==> src/rtl/key_debounce_lbus.sv <==
// key_debounce_lbus
//   Debounces NUM raw key pins and presents the stable levels, latched
//   press/release events, an interrupt enable mask and a level interrupt
//   on a byte-wide local bus slave.
//
//   Ports
//     lb_clk   in   sole clock, rising edge
//     rst_n    in   asynchronous active-low reset
//     xt_lb    in   local bus slave request (lb_slave_t)
//     rdata    out  combinational read data, 0 when nothing is addressed
//     key_in   in   raw asynchronous key pins [NUM-1:0]
//     irq      out  registered level interrupt
//
//   Register map
//     8'd23  R    stable key levels (1 = pressed)
//     8'd24  W1C  press events
//     8'd25  W1C  release events
//     8'd26  RW   interrupt enable

package key_debounce_lbus_pkg;

    typedef struct packed {
        logic       we;
        logic       re;
        logic [7:0] addr;
        logic [7:0] wdata;
    } lb_slave_t;

    function automatic logic MatchWLB(input lb_slave_t lb, input logic [7:0] a);
        return lb.we && (lb.addr == a);
    endfunction

    function automatic logic MatchRLB(input lb_slave_t lb, input logic [7:0] a);
        return lb.re && (lb.addr == a);
    endfunction

endpackage

module key_debounce_lbus
    import key_debounce_lbus_pkg::*;
#(
    parameter int NUM             = 4,
    parameter int ACTIVE_LOW      = 1,
    parameter int DEBOUNCE_CYCLES = 20000
) (
    input  logic            lb_clk,
    input  logic            rst_n,
    input  lb_slave_t       xt_lb,
    output logic [7:0]      rdata,
    input  logic [NUM-1:0]  key_in,
    output logic            irq
);

    localparam logic [7:0] ADDR_STABLE  = 8'd23;
    localparam logic [7:0] ADDR_PRESS   = 8'd24;
    localparam logic [7:0] ADDR_RELEASE = 8'd25;
    localparam logic [7:0] ADDR_IRQ_EN  = 8'd26;

    localparam int          CW       = ($clog2(DEBOUNCE_CYCLES) < 1) ? 1 : $clog2(DEBOUNCE_CYCLES);
    localparam logic [CW-1:0] CNT_LAST = CW'(DEBOUNCE_CYCLES - 1);

    logic [NUM-1:0] key_norm;
    logic [NUM-1:0] sync1_q, sync2_q;
    logic [CW-1:0]  cnt_q [NUM];
    logic [CW-1:0]  cnt_d [NUM];
    logic [NUM-1:0] stable_q, stable_d;
    logic [NUM-1:0] stable_dly_q;
    logic [NUM-1:0] press_q, press_d;
    logic [NUM-1:0] release_q, release_d;
    logic [NUM-1:0] irq_en_q, irq_en_d;
    logic           irq_q, irq_d;
    logic [NUM-1:0] press_clr, release_clr;

    // Polarity is normalised ahead of the synchroniser so that the cleared
    // synchroniser reads as "released": a key held through reset is then seen
    // as a fresh press after the full synchroniser + debounce latency.
    assign key_norm = (ACTIVE_LOW != 0) ? ~key_in : key_in;

    always_comb begin
        for (int i = 0; i < NUM; i++) begin
            cnt_d[i]    = cnt_q[i];
            stable_d[i] = stable_q[i];
            if (sync2_q[i] == stable_q[i]) begin
                cnt_d[i] = '0;
            end else if (cnt_q[i] == CNT_LAST) begin
                cnt_d[i]    = '0;
                stable_d[i] = ~stable_q[i];
            end else begin
                cnt_d[i] = cnt_q[i] + 1'b1;
            end
        end
    end

    always_comb begin
        press_clr   = MatchWLB(xt_lb, ADDR_PRESS)   ? xt_lb.wdata[NUM-1:0] : '0;
        release_clr = MatchWLB(xt_lb, ADDR_RELEASE) ? xt_lb.wdata[NUM-1:0] : '0;
        // A newly detected edge wins over a same-cycle W1C.
        press_d     = (press_q   & ~press_clr)   | (stable_q & ~stable_dly_q);
        release_d   = (release_q & ~release_clr) | (~stable_q & stable_dly_q);
        irq_en_d    = MatchWLB(xt_lb, ADDR_IRQ_EN) ? xt_lb.wdata[NUM-1:0] : irq_en_q;
        irq_d       = |((press_q | release_q) & irq_en_q);
    end

    always_ff @(posedge lb_clk or negedge rst_n) begin
        if (!rst_n) begin
            sync1_q      <= '0;
            sync2_q      <= '0;
            stable_q     <= '0;
            stable_dly_q <= '0;
            press_q      <= '0;
            release_q    <= '0;
            irq_en_q     <= '0;
            irq_q        <= 1'b0;
            for (int i = 0; i < NUM; i++) begin
                cnt_q[i] <= '0;
            end
        end else begin
            sync1_q      <= key_norm;
            sync2_q      <= sync1_q;
            stable_q     <= stable_d;
            stable_dly_q <= stable_q;
            press_q      <= press_d;
            release_q    <= release_d;
            irq_en_q     <= irq_en_d;
            irq_q        <= irq_d;
            for (int i = 0; i < NUM; i++) begin
                cnt_q[i] <= cnt_d[i];
            end
        end
    end

    always_comb begin
        rdata = '0;
        if (MatchRLB(xt_lb, ADDR_STABLE)) begin
            rdata[NUM-1:0] = stable_q;
        end else if (MatchRLB(xt_lb, ADDR_PRESS)) begin
            rdata[NUM-1:0] = press_q;
        end else if (MatchRLB(xt_lb, ADDR_RELEASE)) begin
            rdata[NUM-1:0] = release_q;
        end else if (MatchRLB(xt_lb, ADDR_IRQ_EN)) begin
            rdata[NUM-1:0] = irq_en_q;
        end
    end

    assign irq = irq_q;

endmodule

==> config.mk <==
export PLATFORM = sky130hd
export DESIGN_NAME = key_debounce_lbus
export DESIGN_NICKNAME = d
export VERILOG_FILES = /design/src/rtl/key_debounce_lbus.sv
export SDC_FILE = /design/constraint.sdc
export NUM_CORES = 1
export LEC_CHECK = 0
export BUFFER_PORTS_ARGS = -buffer_cell sky130_fd_sc_hd__buf_2
export CAP_MARGIN = 20
export CORE_AREA = 8 8 129 83
export CTS_CLUSTER_DIAMETER = 200
export DETAILED_ROUTE_END_ITERATION = 7
export DIE_AREA = 0 0 137 91
export MAX_ROUTING_LAYER = met4
export PLACE_DENSITY = 0.74
export SLEW_MARGIN = 40
export SYNTH_ARGS = -nofsm -noshare
export SYNTH_HDL_FRONTEND = slang
export SYNTH_SLANG_ARGS = --single-unit
==> constraint.sdc <==
create_clock -name lb_clk -period 1.56 [get_ports lb_clk]
set_clock_uncertainty 0.05 [all_clocks]
set_input_delay 0.234 -clock lb_clk [delete_from_list [all_inputs] [get_ports lb_clk]]
set_output_delay 0.234 -clock lb_clk [all_outputs]
set_load 0.03 [all_outputs]
==> key figures <==
Place
  – Placed cell count: ~560
  – Placement Cell Area: roughly 0.0047 mm^2
  – Pre-CTS setup slack: -0.398 ns
  – Port bufs: 24
  – GPL Wtd Cong: between 0.8 and 0.9
  – HPWL after DPL: approximately 6000 um

STA
  – Final Max Slew Viols: 0
  – Period utilization: 107%
  – Worst setup margin: -0.112 ns
  – Final hold violations: 0
  – Fmax: 598 MHz
  – Setup violators final: 5
  – RSZ-0062 raised after global routing: true
  – Final min period: roughly 1.7 ns

Detailed routing
  – Via-per-instance ratio: around 5.3
  – Drt total wl: ~9000 um
  – DR pass1 iterations: 4
  – Post-DRT Antenna Nets: 0
  – Number of DRC markers in iteration 0: ~200
  – Via count: about 3100
  – DRC Markers: 0
  – DR WL/cell: roughly 15 um

Floorplan
  – Die width: around 140 um
  – Full die area: ~0.012 mm^2
  – Die Span Y: around 91 um
  – I/O pin cnt: 33
  – Row count: 27
  – Core area: 0.00885 mm^2
  – Starting density of the core: between 40% and 50%

Layout
  – Final Non-Filler Cells: about 600
  – Final net count: just under 500
  – Layout-stage area growth over the synthesis result: 25.2%
  – Final Cell Area: approximately 0.0053 mm^2
  – Fill count: roughly 700
  – Antenna Cells: 0
  – Layout cell share with drive strength beyond 1: between 20% and 30%

Logic synthesis
  – Synth Area per Inst: approximately 11 um^2
  – Largest family of logic cells by synthesized area: simple AND/OR/NAND/NOR gates
  – Synth Area in Adders: between 1 and 1.5%
  – Synth warn: 0
  – Number of synthesized register bits: roughly 90
  – Post-synthesis compound-gate area fraction: 4.17%
  – Mux cell area share after synthesis: between 3 and 4%
  – Synth Flop Type: dfrtp_1
  – Post-synth EDFFs: 0
  – Synth unique cells: 40
  – Mapped Cells: ~400
  – Cell Area, Synth: around 0.0042 mm^2
  – Register area share after synthesis: a little over half
  – Xor and xnor area share after synthesis: about 11%
  – Post-Synth Simple-Gate Area: a little under a quarter
  – Asr flop ratio synth: 100%

Worst hold path
  – Worst min-delay path class: in -> reg
  – Min-delay src: xt_lb[2]
  – Hold Crit Depth: 2
  – Hold EP: irq_en_q[2]

Setup path
  – Reg2reg end: stable_q[1]
  – Worst flop-to-flop path startpoint: cnt_q[31]
  – FF-to-FF setup slack: -0.04 ns
  – R2R depth: 5
  – CP Capture Type: primary output
  – Critical path type: in -> out
  – Worst-path fanout max: 4
  – CP Data Arrival Time: between 1 and 1.5 ns
  – Worst setup SP type: primary input
  – WP data required: ~1.3 ns

Global routing
  – Vias in the first global route: around 3100
  – GRT Total Usage: between 10% and 20%
  – Maximum number of pins on one net before global-route repair: 40
  – Grt total ovfl: 0
  – First-pass GRT wire length: about 15000 um
  – Initial antenna violation count: 0

Pwr
  – Clock share of power: between 40% and 50%
  – Comb power frac: roughly 7.4%
  – Total power: 4.95 mW
  – PwrDens: around 940 mW/mm^2
  – Sequential Power Share: between 40% and 50%
  – Maximum VDD drop: ~0.7 mV
  – P_int: between 3 and 4 mW
  – Switching share of power: 22.2%
  – LEAKAGE: 2.38 nW
  – P_sw: 1.10 mW

Clock tree
  – Max clock buf depth: 2
  – Clock sink total: 89
  – CTS tree: done
  – H-Tree Depth: 3
  – CTS Buf Count: 9
  – Clock Latency Late Sink: around 0.34 ns
  – CTS Root Cell: clkbuf_16
  – CTS clk-pin slew, worst paths: around 0.060 ns

Run status
  – Failing checks: negative setup slack
  – Status: finished with violations

Job
  – Max-cap viol count: 0
-- sequential cells by signal, indices dropped and copies added (netlist names) --
signal,cells
cnt_q,60
irq,1
irq_en_q,4
press_q,4
release_q,4
stable_dly_q,4
stable_q,4
sync1_q,4
sync2_q,4
-- metal layers --
metal  vias up  wire (um)  global-route usage [%]
li1       1516          -                       -
met1      1550       4270                    20.8
met2        59       4150                    21.6
met3         6        491                    4.90
met4         0         83                    4.59
met5         -          0                       -
-- placed cells by master (no fill, tap or decap), drive strengths merged, types with 5 or more instances in the layout --
cell type,n
dlygate4sd3,5
a22o,8
and3,15
nor4,8
nand4,23
nor3,6
mux2,8
clkbuf,11
inv,11
o21ai,11
nand2,29
nor2,55
xnor2,23
dfrtp,89
nand3,22
xor2,30
and4,6
buf,65
-- kinds of logic (layout without fill, tap and decap cells) --
| group | count (synthesis) | after routing |
|---|---|---|
| flip-flops | 89 | 89 |
| AND/OR/NAND/NOR | 186 | 186 |
| AO/OA/AOI/OAI | 26 | 26 |
| other | 1 | 4 |
| XOR/XNOR | 53 | 53 |
| buffers and inverters | 25 | 97 |
| multiplexers | 12 | 12 |
| adder cells (fa/ha/maj) | 4 | 4 |
-- through the flow --
| step | hold slack (ns) | util, % | TNS [ns] |
|---|---|---|---|
| 6_report | 0.115 | 59.4 | -0.432 |
| 5_1_grt | 0.117 | 59.4 | -2.21 |
| 4_1_cts | 0.104 | 58.4 | -0.320 |
| 3_5_place_dp | 0.133 | 53.1 | -1.87 |
| 3_3_place_gp | 0.126 | 53.1 | -1.24 |
| 2_1_floorplan | -0.112 | - | 0 |
-- cells in the mapped netlist, types with 3 or more instances --
library cell | number | share of area (%)
and4_1 | 6 | 1.3
inv_1 | 11 | 0.98
mux2i_1 | 4 | 0.95
and3_1 | 15 | 2.2
ha_1 | 4 | 1.2
nand2_1 | 28 | 2.5
a21oi_1 | 3 | 0.36
nor4_1 | 8 | 1.2
nor4b_1 | 4 | 0.83
a22o_1 | 8 | 1.7
nand3_1 | 22 | 2.6
and2_1 | 4 | 0.60
nor2_1 | 54 | 4.8
buf_4 | 6 | 1.1
dfrtp_1 | 89 | 53
mux2_4 | 4 | 1.4
or3_1 | 3 | 0.45
o21ai_0 | 11 | 1.3
buf_2 | 5 | 0.60
nand4_1 | 23 | 3.4
xnor2_1 | 23 | 4.8
xor2_1 | 30 | 6.3
o2bb2ai_1 | 4 | 0.83
mux2_2 | 4 | 1.1
nor3_1 | 5 | 0.60
-- power by group through the flow --
| stage | Sequential (mW) | Clock [mW] | Combinational [mW] |
|---|---|---|---|
| detailed placement | 2.43 | 0 | 0.323 |
| global placement | 2.43 | 0 | 0.317 |
| global route | 2.40 | 2.34 | 0.405 |
| CTS | 2.39 | 2.24 | 0.356 |
| floorplan | 2.45 | 0 | 0.137 |
| finish | 2.39 | 2.19 | 0.367 |
-- critical path, stage by stage --
cell,delay (ns)
buf_8,0.10
nor4b_4,0.31
nand2_2,0.12
nor3b_4,0.28
a22o_2,0.21
buf_6,0.13
-- how the worst max path moves through the flow --
stage | from | end | slack (ns) | cells after the start
2_1_floorplan | cnt_q[15] | cnt_q[18] | 0.006 | 6
6_report | xt_lb[14] | rdata[2] | -0.11 | 6
3_5_place_dp | xt_lb[13] | rdata[2] | -0.40 | 6
5_1_grt | xt_lb[14] | rdata[2] | -0.17 | 6
3_3_place_gp | xt_lb[13] | rdata[2] | -0.27 | 6
4_1_cts | xt_lb[14] | rdata[2] | -0.1 | 6
-- timing repair --
item                                    CTS  global route
cloned                                    0             0
gates resized for setup                  19            16
buffers inserted                          5             3
endpoints found under the hold margin    29             0
hold buffers                              5             0
pin swaps                                 7            11
endpoints found under the setup margin   15            56
-- area by class of cell --
type / count / area, um^2 / share of cell area (%)
well taps: 116 / 145 / 2.76
multi-input cells: 285 / 1970 / 37.4
clock inverters: 5 / 53.8 / 1.02
inverters: 11 / 41.3 / 0.785
flip-flops and latches: 89 / 2230 / 42.4
repair buffers: 70 / 571 / 10.8
clock buffers: 11 / 253 / 4.80
(Power assumes the default switching activity.)
